File: config.mk
export PLATFORM = sky130hd
export DESIGN_NAME = alarm_sequencer
export DESIGN_NICKNAME = d
export VERILOG_FILES = /design/src/rtl/alarm_sequencer_pkg.sv /design/src/rtl/alarm_sequencer_tick_prescaler.sv /design/src/rtl/alarm_sequencer.sv
export SDC_FILE = /design/constraint.sdc
export NUM_CORES = 1
export LEC_CHECK = 0
export BUFFER_PORTS_ARGS = -buffer_cell sky130_fd_sc_hd__buf_2
export CAP_MARGIN = 10
export CORE_ASPECT_RATIO = 0.7
export CORE_UTILIZATION = 40
export CTS_BUF_LIST = sky130_fd_sc_hd__clkbuf_4
export DETAILED_ROUTE_END_ITERATION = 8
export MAX_ROUTING_LAYER = met4
export SYNTH_ARGS = -nofsm -noshare
export SYNTH_HDL_FRONTEND = slang
export SYNTH_HIERARCHICAL = 1
export SYNTH_SLANG_ARGS = --single-unit
File: constraint.sdc
create_clock -name pulse_5MHz -period 3.1 [get_ports pulse_5MHz]
set_input_delay 0.62 -clock pulse_5MHz [delete_from_list [all_inputs] [get_ports pulse_5MHz]]
set_output_delay 0.62 -clock pulse_5MHz [all_outputs]
set_load 0.02 [all_outputs]
File: src/rtl/alarm_sequencer_pkg.sv
// Shared types and constants for the egg-timer alarm sequencer.
// Tone-select helpers keep the mode decoding in one place.
package alarm_sequencer_pkg;

    typedef enum logic [1:0] {
        IDLE     = 2'd0,
        BEEP_ON  = 2'd1,
        BEEP_OFF = 2'd2,
        DONE     = 2'd3
    } state_t;

    localparam logic [2:0] ROTATE_MODE = 3'd7;
    localparam int         NUM_TONES   = 5;
    localparam logic [2:0] TONE_MAX    = 3'd4;

    // Modes above TONE_MAX (5, 6 and rotate) all start on tone 0.
    function automatic logic [2:0] start_tone(input logic [2:0] mode);
        logic [2:0] tone;
        if (mode > TONE_MAX) begin
            tone = 3'd0;
        end else begin
            tone = mode;
        end
        return tone;
    endfunction

    function automatic logic [2:0] next_tone(input logic [2:0] tone);
        logic [2:0] nxt;
        if (tone >= TONE_MAX) begin
            nxt = 3'd0;
        end else begin
            nxt = tone + 3'd1;
        end
        return nxt;
    endfunction

endpackage

File: src/rtl/alarm_sequencer_tick_prescaler.sv
// Free-running tick divider; the count is held at zero while disabled so
// that every enabled run starts phase-aligned.
module tick_prescaler #(
    parameter int DIV = 5000
) (
    input  logic pulse_5MHz,
    input  logic reset,
    input  logic en,
    output logic tick
);

    localparam int            CW   = (DIV > 1) ? $clog2(DIV) : 1;
    localparam logic [CW-1:0] LAST = CW'(DIV - 1);

    logic [CW-1:0] count_r;

    // Divider count: 0..DIV-1 while enabled, cleared otherwise.
    always_ff @(posedge pulse_5MHz or posedge reset) begin
        if (reset) begin
            count_r <= '0;
        end else if (!en) begin
            count_r <= '0;
        end else if (count_r == LAST) begin
            count_r <= '0;
        end else begin
            count_r <= count_r + CW'(1);
        end
    end

    assign tick = en && (count_r == LAST);

endmodule

File: src/rtl/alarm_sequencer.sv
// Alarm beep sequencer: gates the tone generator with an on/off cadence once
// the timer expires, optionally rotating tones, until acknowledged or done.
module alarm_sequencer
    import alarm_sequencer_pkg::*;
#(
    parameter int TICK_DIV       = 5000,
    parameter int ON_TICKS       = 300,
    parameter int OFF_TICKS      = 200,
    parameter int BEEPS_PER_TONE = 4,
    parameter int MAX_BEEPS      = 40
) (
    input  logic                             pulse_5MHz,
    input  logic                             reset,
    input  logic                             endtime,
    input  logic                             ack,
    input  logic [2:0]                       mode_sel,
    output logic                             endsound,
    output logic [2:0]                       audioselection,
    output logic                             alarm_active,
    output logic [$clog2(MAX_BEEPS+1)-1:0]   beep_count
);

    localparam int BC_W   = $clog2(MAX_BEEPS + 1);
    localparam int PH_MAX = (ON_TICKS > OFF_TICKS) ? ON_TICKS : OFF_TICKS;
    localparam int PH_W   = $clog2(PH_MAX + 1);
    localparam int TB_W   = $clog2(BEEPS_PER_TONE + 1);

    localparam logic [PH_W-1:0] ON_LAST   = PH_W'(ON_TICKS - 1);
    localparam logic [PH_W-1:0] OFF_LAST  = PH_W'(OFF_TICKS - 1);
    localparam logic [TB_W-1:0] TONE_LAST = TB_W'(BEEPS_PER_TONE - 1);
    localparam logic [BC_W-1:0] BEEP_MAX  = BC_W'(MAX_BEEPS);

    state_t          state_r;
    logic            endtime_d_r;
    logic            rotate_r;
    logic [PH_W-1:0] phase_cnt_r;
    logic [TB_W-1:0] tone_beeps_r;
    logic            endsound_r;
    logic [2:0]      audiosel_r;
    logic            alarm_active_r;
    logic [BC_W-1:0] beep_count_r;

    logic            tick_s;
    logic            start_s;
    logic            prescale_en_s;
    logic [BC_W-1:0] beep_next_s;

    assign start_s       = endtime && !endtime_d_r;
    assign prescale_en_s = (state_r == BEEP_ON) || (state_r == BEEP_OFF);

    // Saturating completed-beep count used at the end of each off phase.
    always_comb begin
        beep_next_s = beep_count_r;
        if (beep_count_r != BEEP_MAX) begin
            beep_next_s = beep_count_r + BC_W'(1);
        end else begin
            beep_next_s = beep_count_r;
        end
    end

    tick_prescaler #(
        .DIV (TICK_DIV)
    ) u_tick_prescaler (
        .pulse_5MHz (pulse_5MHz),
        .reset      (reset),
        .en         (prescale_en_s),
        .tick       (tick_s)
    );

    // Sequencer FSM with phase counter, tone rotation and registered outputs.
    always_ff @(posedge pulse_5MHz or posedge reset) begin
        if (reset) begin
            state_r        <= IDLE;
            endtime_d_r    <= 1'b0;
            rotate_r       <= 1'b0;
            phase_cnt_r    <= '0;
            tone_beeps_r   <= '0;
            endsound_r     <= 1'b1;
            audiosel_r     <= 3'd0;
            alarm_active_r <= 1'b0;
            beep_count_r   <= '0;
        end else begin
            endtime_d_r <= endtime;
            if (!endtime) begin
                state_r        <= IDLE;
                endsound_r     <= 1'b1;
                alarm_active_r <= 1'b0;
                phase_cnt_r    <= '0;
            end else begin
                case (state_r)
                    IDLE: begin
                        if (start_s) begin
                            state_r        <= BEEP_ON;
                            endsound_r     <= 1'b0;
                            alarm_active_r <= 1'b1;
                            phase_cnt_r    <= '0;
                            tone_beeps_r   <= '0;
                            beep_count_r   <= '0;
                            rotate_r       <= (mode_sel == ROTATE_MODE);
                            audiosel_r     <= start_tone(mode_sel);
                        end else begin
                            endsound_r     <= 1'b1;
                            alarm_active_r <= 1'b0;
                        end
                    end
                    BEEP_ON: begin
                        if (ack) begin
                            state_r        <= DONE;
                            endsound_r     <= 1'b1;
                            alarm_active_r <= 1'b0;
                        end else if (tick_s) begin
                            if (phase_cnt_r == ON_LAST) begin
                                state_r     <= BEEP_OFF;
                                endsound_r  <= 1'b1;
                                phase_cnt_r <= '0;
                            end else begin
                                phase_cnt_r <= phase_cnt_r + PH_W'(1);
                            end
                        end
                    end
                    BEEP_OFF: begin
                        if (ack) begin
                            state_r        <= DONE;
                            endsound_r     <= 1'b1;
                            alarm_active_r <= 1'b0;
                        end else if (tick_s) begin
                            if (phase_cnt_r == OFF_LAST) begin
                                phase_cnt_r  <= '0;
                                beep_count_r <= beep_next_s;
                                if (beep_next_s == BEEP_MAX) begin
                                    state_r        <= DONE;
                                    endsound_r     <= 1'b1;
                                    alarm_active_r <= 1'b0;
                                end else begin
                                    state_r    <= BEEP_ON;
                                    endsound_r <= 1'b0;
                                    // Tone advances only as the next beep starts.
                                    if (rotate_r) begin
                                        if (tone_beeps_r == TONE_LAST) begin
                                            tone_beeps_r <= '0;
                                            audiosel_r   <= next_tone(audiosel_r);
                                        end else begin
                                            tone_beeps_r <= tone_beeps_r + TB_W'(1);
                                        end
                                    end
                                end
                            end else begin
                                phase_cnt_r <= phase_cnt_r + PH_W'(1);
                            end
                        end
                    end
                    DONE: begin
                        endsound_r     <= 1'b1;
                        alarm_active_r <= 1'b0;
                    end
                    default: begin
                        state_r        <= IDLE;
                        endsound_r     <= 1'b1;
                        alarm_active_r <= 1'b0;
                    end
                endcase
            end
        end
    end

    assign endsound       = endsound_r;
    assign audioselection = audiosel_r;
    assign alarm_active   = alarm_active_r;
    assign beep_count     = beep_count_r;

endmodule

# Yosys cells after proc, flatten, opt, wreduce, memory -nomap -nowiden
# Index checks and enable logic that the tools add are counted.
# W data, S select, Z words.
# op_classes
addsub	5
order_cmp	2
n_eq_ne	29
muxes	63
reduce_logical	14
# ops
op	n
$mux W9	8
$mux W3	16
$mux W6	5
$pmux W9 S3	1
$mux W13	2
$mux W2	9
$ne A3 B3 Y1 const B	6
$reduce_and A6 Y1	3
$mux W1	16
$add A13 B1 Y13 const B	1
$eq A13 B13 Y1 const B	1
$ne A4 B3 Y1 const B	3
$pmux W3 S2	2
$pmux W6 S2	1
$ne A2 B2 Y1 const B	5
$add A9 B1 Y9 const B	1
$eq A9 B8 Y1 const B	1
$eq A9 B9 Y1 const B	1
$reduce_and A9 Y1	1
$ne A4 B4 Y1 const B	2
$pmux W1 S4	2
$reduce_and A4 Y1	2
$reduce_and A8 Y1	1
$add A3 B1 Y3 const B	2
18 further kinds	21
# word_totals
regBits	40
inputBits	7
out_inout_bits	11
elab_cells	123

# Depth between registers and ports, before layout
# logic_depth
ltp_word	9
mapped_depth	10
ltp_nobuf	10

# Modules after synthesis
# Netlist, hierarchy kept.
# modules_own_cells
mod	instances	cells_per_inst	area_each_um2	seq_area_each_um2
alarm_sequencer	1	202	1780.5	676.9
tick_prescaler	1	65	634.4	325.3

# Least setup slack after synthesis
# OpenSTA, ideal clock, no wires.
# synth_path
path_type	reg2reg
startpoint	register u_tick_prescaler.count_r[10]
endpoint	register state_r[1]
setup_time_ps	126
arrival_time_ps	2655
t_required_ps	2974
slack_ps	319
stages_incl_launch_ff	9
n_path_buf	0
period_less_slack_ps	2781
path_cell_list	dfrtp_1 > or4b_1 > or4_4 > nor2_1 > inv_1 > o41a_1 > a21o_1 > a22o_1 > o31a_2
# synth_between
elab_chain_cells	4
elab_cells_between_ends	5
cone_classes	eq/ne: 3; reduce/logical: 2
# synth_rtl
element	line	text
from (decl)	alarm_sequencer_tick_prescaler.sv:15	logic [CW-1:0] count_r;
from (signal assigned)	alarm_sequencer_tick_prescaler.sv:26	count_r <= count_r + CW'(1);
$eq A13 B13 Y1 *	alarm_sequencer_tick_prescaler.sv:30	assign tick = en && (count_r == LAST);
$logic_and A1 B1 Y1 *	alarm_sequencer_tick_prescaler.sv:30	
named net tick_s	alarm_sequencer.sv:43	logic tick_s;
$ne A4 B4 Y1 (no line)	n/a	
$reduce_and A6 Y1 (no line) *	n/a	
to (signal assigned)	alarm_sequencer.sv:73	state_r <= IDLE;
to (signal assigned)	alarm_sequencer.sv:85	state_r <= IDLE;
to (signal assigned)	alarm_sequencer.sv:93	state_r <= BEEP_ON;
to (decl)	alarm_sequencer.sv:33	state_t state_r;
# The timed path passes the listed nets; every way through them passes the cells marked *.
# A chain may end at the register's enable or synchronous reset.

# Worst setup path after layout
# layout_path
startpoint	register u_tick_prescaler.count_r[5]
endpoint	register state_r[1]
# Same word-level chain as after synthesis.

==> impl_metrics.sql <==
INSERT INTO impl_metrics (metric_group, metric, value, unit) VALUES
('logic_synthesis', 'ys_warn_count', '6', ''),
('clocking', 'clock_insertion_delay_worst_skew', '0.36', 'ns'),
('detailed_routing', 'ant_nets_after_route', '0', ''),
('logic_synthesis', 'synth_enable_flop_cells', '0', ''),
('worst_setup_path', 'timing_worst_setup_path_type', 'flop to flop', ''),
('detailed_routing', 'viasPerCell', '5.39', ''),
('worst_setup_path', 'cpMaxStageDelayCell', 'sky130_fd_sc_hd__or4_4', ''),
('power', 'clock_power_share', '0.177', ''),
('power', 'total_switching_power', '651', 'uW'),
('worst_setup_path', 'worst-endpoint-required', '3.37', 'ns'),
('placement', 'routabilityCongestion', '0.828', ''),
('placement', 'numPortBuffers', '17', ''),
('status', 'outcome', 'complete, no violations', ''),
('clocking', 'cts.sinks', '40', ''),
('global_route', 'global_route_wire_length_before_repair', '8.87', 'mm'),
('clocking', 'clock_tree.htree_level_count', '2', ''),
('timing', 'final_hold_fails', '0', ''),
('final_layout', 'final_nets', '306', ''),
('global_route', 'grt_util_all_layers', '0.188', ''),
('clocking', 'worst_setup_hold_path_clk_slew', '0.13', 'ns'),
('detailed_routing', 'detailed_routing_iteration_count_for_the_pre_antenna_repair_pass', '4', ''),
('logic_synthesis', 'postSynthAreaPerCell', '9.04', 'sq um'),
('final_layout', 'final_layout_size_suffix_gt1_frac', '0.156', ''),
('power', 'power.share.switching', '0.408', ''),
('logic_synthesis', 'ys_seq_elements', '40', ''),
('clocking', 'cts.repair.resized', '0', ''),
('detailed_routing', 'route.detailed.drc', '0', ''),
('timing', 'finalSetupViolCount', '0', ''),
('power', 'power.sequential.fraction', '0.410', ''),
('detailed_routing', 'detailroute.via_count', '1963', ''),
('floorplan', 'io_pins', '18', ''),
('placement', 'dp_cells', '356', ''),
('timing', 'grt_setup_unrepaired', 'false', ''),
('logic_synthesis', 'netlist_instances', '267', ''),
('logic_synthesis', 'synth.yosys.seq_area_share', '0.415', ''),
('logic_synthesis', 'synth_top_cells_by_area', 'sky130_fd_sc_hd__dfrtp_1 40%, sky130_fd_sc_hd__ha_1 5.7%, sky130_fd_sc_hd__o21ai_0 4.1%, sky130_fd_sc_hd__nand2_1 4.0%, sky130_fd_sc_hd__nor2_1 3.7%', ''),
('worst_setup_path', 'cp_cell_sequence', 'or4b_1 -> or4_4 -> nor2_1 -> inv_1 -> o41a_1 -> a21o_1 -> a22o_1 -> o31a_2', ''),
('final_layout', 'antenna_cells', '0', ''),
('timing', 'time_the_final_worst_path_needs_with_i_o_delays_and_setup', '2.94', 'ns'),
('floorplan', 'design.die.area', '6360', 'sq um'),
('hold_path', 'hold_class', 'primary input to async pin', ''),
('logic_synthesis', 'synthFlopType', 'sky130_fd_sc_hd__dfrtp_1', ''),
('final_layout', 'final_design_area_no_fill', '2650', 'sq um'),
('flow_run', 'maxCapViolCount', '0', ''),
('logic_synthesis', 'yosysTopAreaCell', 'sky130_fd_sc_hd__dfrtp_1', ''),
('placement', 'place_worst_setup_slack', '0.161', 'ns'),
('power', 'total_leakage_power', '0.00117', 'uW'),
('logic_synthesis', 'synth_cell_type_count', '54', ''),
('power', 'max-vdd-ir-drop', '0.000277', 'V'),
('clocking', 'cts.hold.buffers_added', '0', ''),
('worst_setup_path', 'number_of_cell_instances_on_the_worst_register_to_register_path', '8', ''),
('timing', 'tns', '0', 'ns'),
('timing', 'post-route-period-util', '0.947', ''),
('clocking', 'post_cts_buffers', '0', ''),
('timing', 'clock.fmax', '0.341', 'GHz'),
('global_route', 'grt_remaining_overflow', '0', ''),
('timing', 'timing_max_transition_violations_final', '0', ''),
('worst_setup_path', 'crit_path_max_fanout', '4', ''),
('timing', 'tightest_slew', '0.626', 'ns'),
('detailed_routing', 'average_wire_per_cell_in_the_routed_design', '14.4', 'um'),
('final_layout', 'final_cell_count_no_fill', '364', ''),
('worst_setup_path', 'worst_setup_path_end_kind', 'flop', ''),
('floorplan', 'die_height', '67.0', 'um'),
('worst_setup_path', 'cp_slowest_stage_delay', '0.54', 'ns'),
('timing', 'final_critical_path_setup_slack', '0.164', 'ns'),
('logic_synthesis', 'synthesis.nets', '285', ''),
('floorplan', 'initial_core_util', '0.417', ''),
('timing', 'timing.clock.skew', '0.0180', 'ns'),
('logic_synthesis', 'async_sr_flop_fraction', '1.00', ''),
('logic_synthesis', 'yosys.area.top_type_share', '0.404', ''),
('final_layout', 'area_growth_from_synthesis_to_final_layout', '9.84', '%');
[worst paths after layout]
| kind | startpoint | endpoint | slack, ns |
|---|---|---|---|
| setup / recovery | u_tick_prescaler/count_r[5] | state_r[1] | 0.16 |
| hold / removal | reset | u_tick_prescaler/count_r[9] | 0.29 |
| setup reg to reg | u_tick_prescaler/count_r[5] | state_r[1] | 0.16 |
| hold reg to reg | u_tick_prescaler/count_r[0] | u_tick_prescaler/count_r[0] | 0.47 |
| max in group asynchronous | reset | u_tick_prescaler/count_r[1] | 2.48 |
| min in group pulse_5MHz | endtime | endtime_d_r | 0.44 |
[power groups by stage]
| stage | Combinational, uW | Sequential, uW | Clock, uW |
|---|---|---|---|
| after floorplan | 466 | 691 | 0 |
| after global placement | 650 | 663 | 0 |
| after detailed placement | 659 | 664 | 0 |
| after CTS | 660 | 655 | 292 |
| after global routing | 739 | 664 | 311 |
| final | 660 | 655 | 283 |
[state kept, by name, summed over array words and instances (netlist names), 2 cells and up]
register                  cells
phase_cnt_r                   9
audioselection                3
u_tick_prescaler/count_r     13
beep_count                    6
state_r                       2
tone_beeps_r                  3
[cell type report]
cell class / instances / area (sq um) / share of cell area
timing repair buffer: 21 / 115 / 0.0434
clock buffer: 7 / 52.6 / 0.0198
tap: 75 / 93.8 / 0.0354
clock inverter: 1 / 5.00 / 0.00189
sequential: 40 / 1000 / 0.378
multi-input combinational: 201 / 1310 / 0.495
inverter: 19 / 71.3 / 0.0269
[cells by family (layout without fill, tap and decap cells)]
| group | count (synthesis) | count (layout) | share of synthesized area |
|---|---|---|---|
| and+or+nand+nor | 108 | 108 | 0.233 |
| AOI/OAI and AO/OA | 63 | 63 | 0.178 |
| adders and majority gates | 11 | 11 | 0.0570 |
| muxes | 7 | 7 | 0.0301 |
| buffers and inverters | 26 | 48 | 0.0440 |
| DFF | 40 | 40 | 0.415 |
| xor gates and xnor gates | 12 | 12 | 0.0435 |
[placed cells by master, fill, tap and decap left out, types with 3 or more instances in the layout]
cell type,netlist,routed
sky130_fd_sc_hd__dfrtp_1,39,39
sky130_fd_sc_hd__nand2_1,26,26
sky130_fd_sc_hd__nor2_1,24,24
sky130_fd_sc_hd__o21ai_0,20,20
sky130_fd_sc_hd__inv_1,19,19
sky130_fd_sc_hd__buf_2,1,17
sky130_fd_sc_hd__a21oi_1,13,13
sky130_fd_sc_hd__nand3_1,11,11
sky130_fd_sc_hd__ha_1,11,11
sky130_fd_sc_hd__xnor2_1,9,9
sky130_fd_sc_hd__nor3_1,9,9
sky130_fd_sc_hd__clkbuf_4,0,7
sky130_fd_sc_hd__o31ai_1,6,6
sky130_fd_sc_hd__nand4_1,6,6
sky130_fd_sc_hd__mux2i_1,5,5
sky130_fd_sc_hd__nor2b_1,4,4
sky130_fd_sc_hd__buf_4,0,4
sky130_fd_sc_hd__nand2b_1,3,3
sky130_fd_sc_hd__and3_1,3,3
sky130_fd_sc_hd__xor2_1,3,3
[layer usage]
metal  vias up  wire length [um]  track usage
li1        991                 -            -
met1       929              2910        0.281
met2        36              2030        0.247
met3         7               244       0.0377
met4         0                65       0.0625
met5         -                 0            -
[metrics by stage]
step | total power, uW | util
after floorplan | 1160 | -
after global placement | 1310 | 0.448
after detailed placement | 1320 | 0.448
after CTS | 1610 | 0.457
after global routing | 1710 | 0.459
final | 1600 | 0.459
[cells in the mapped netlist (2+ instances only)]
cell                       number
sky130_fd_sc_hd__dfrtp_1       39
sky130_fd_sc_hd__nand2_1       26
sky130_fd_sc_hd__nor2_1        24
sky130_fd_sc_hd__o21ai_0       20
sky130_fd_sc_hd__inv_1         19
sky130_fd_sc_hd__a21oi_1       13
sky130_fd_sc_hd__ha_1          11
sky130_fd_sc_hd__nand3_1       11
sky130_fd_sc_hd__nor3_1         9
sky130_fd_sc_hd__xnor2_1        9
sky130_fd_sc_hd__nand4_1        6
sky130_fd_sc_hd__o31ai_1        6
sky130_fd_sc_hd__clkbuf_1       5
sky130_fd_sc_hd__mux2i_1        5
sky130_fd_sc_hd__nor2b_1        4
sky130_fd_sc_hd__and3_1         3
sky130_fd_sc_hd__nand2b_1       3
sky130_fd_sc_hd__xor2_1         3
sky130_fd_sc_hd__a21o_1         2
sky130_fd_sc_hd__a22o_1         2
sky130_fd_sc_hd__a311o_1        2
sky130_fd_sc_hd__a311oi_1       2
sky130_fd_sc_hd__a31oi_1        2
sky130_fd_sc_hd__and2b_1        2
sky130_fd_sc_hd__and3_2         2
sky130_fd_sc_hd__mux2_2         2
sky130_fd_sc_hd__nand3b_1       2
sky130_fd_sc_hd__nor4_1         2
sky130_fd_sc_hd__o211ai_1       2
sky130_fd_sc_hd__o22ai_1        2
sky130_fd_sc_hd__o31a_2         2
sky130_fd_sc_hd__or2_2          2
sky130_fd_sc_hd__or3_1          2
[critical path: cells and delay by family (launching register included)]
family	cells	cell delay (ns)
AO/OA/AOI/OAI	4	1.10
buffers and inverters	1	0.06
flip-flops	1	0.45
AND/OR/NAND/NOR	3	1.25
(Power assumes the default switching activity.)
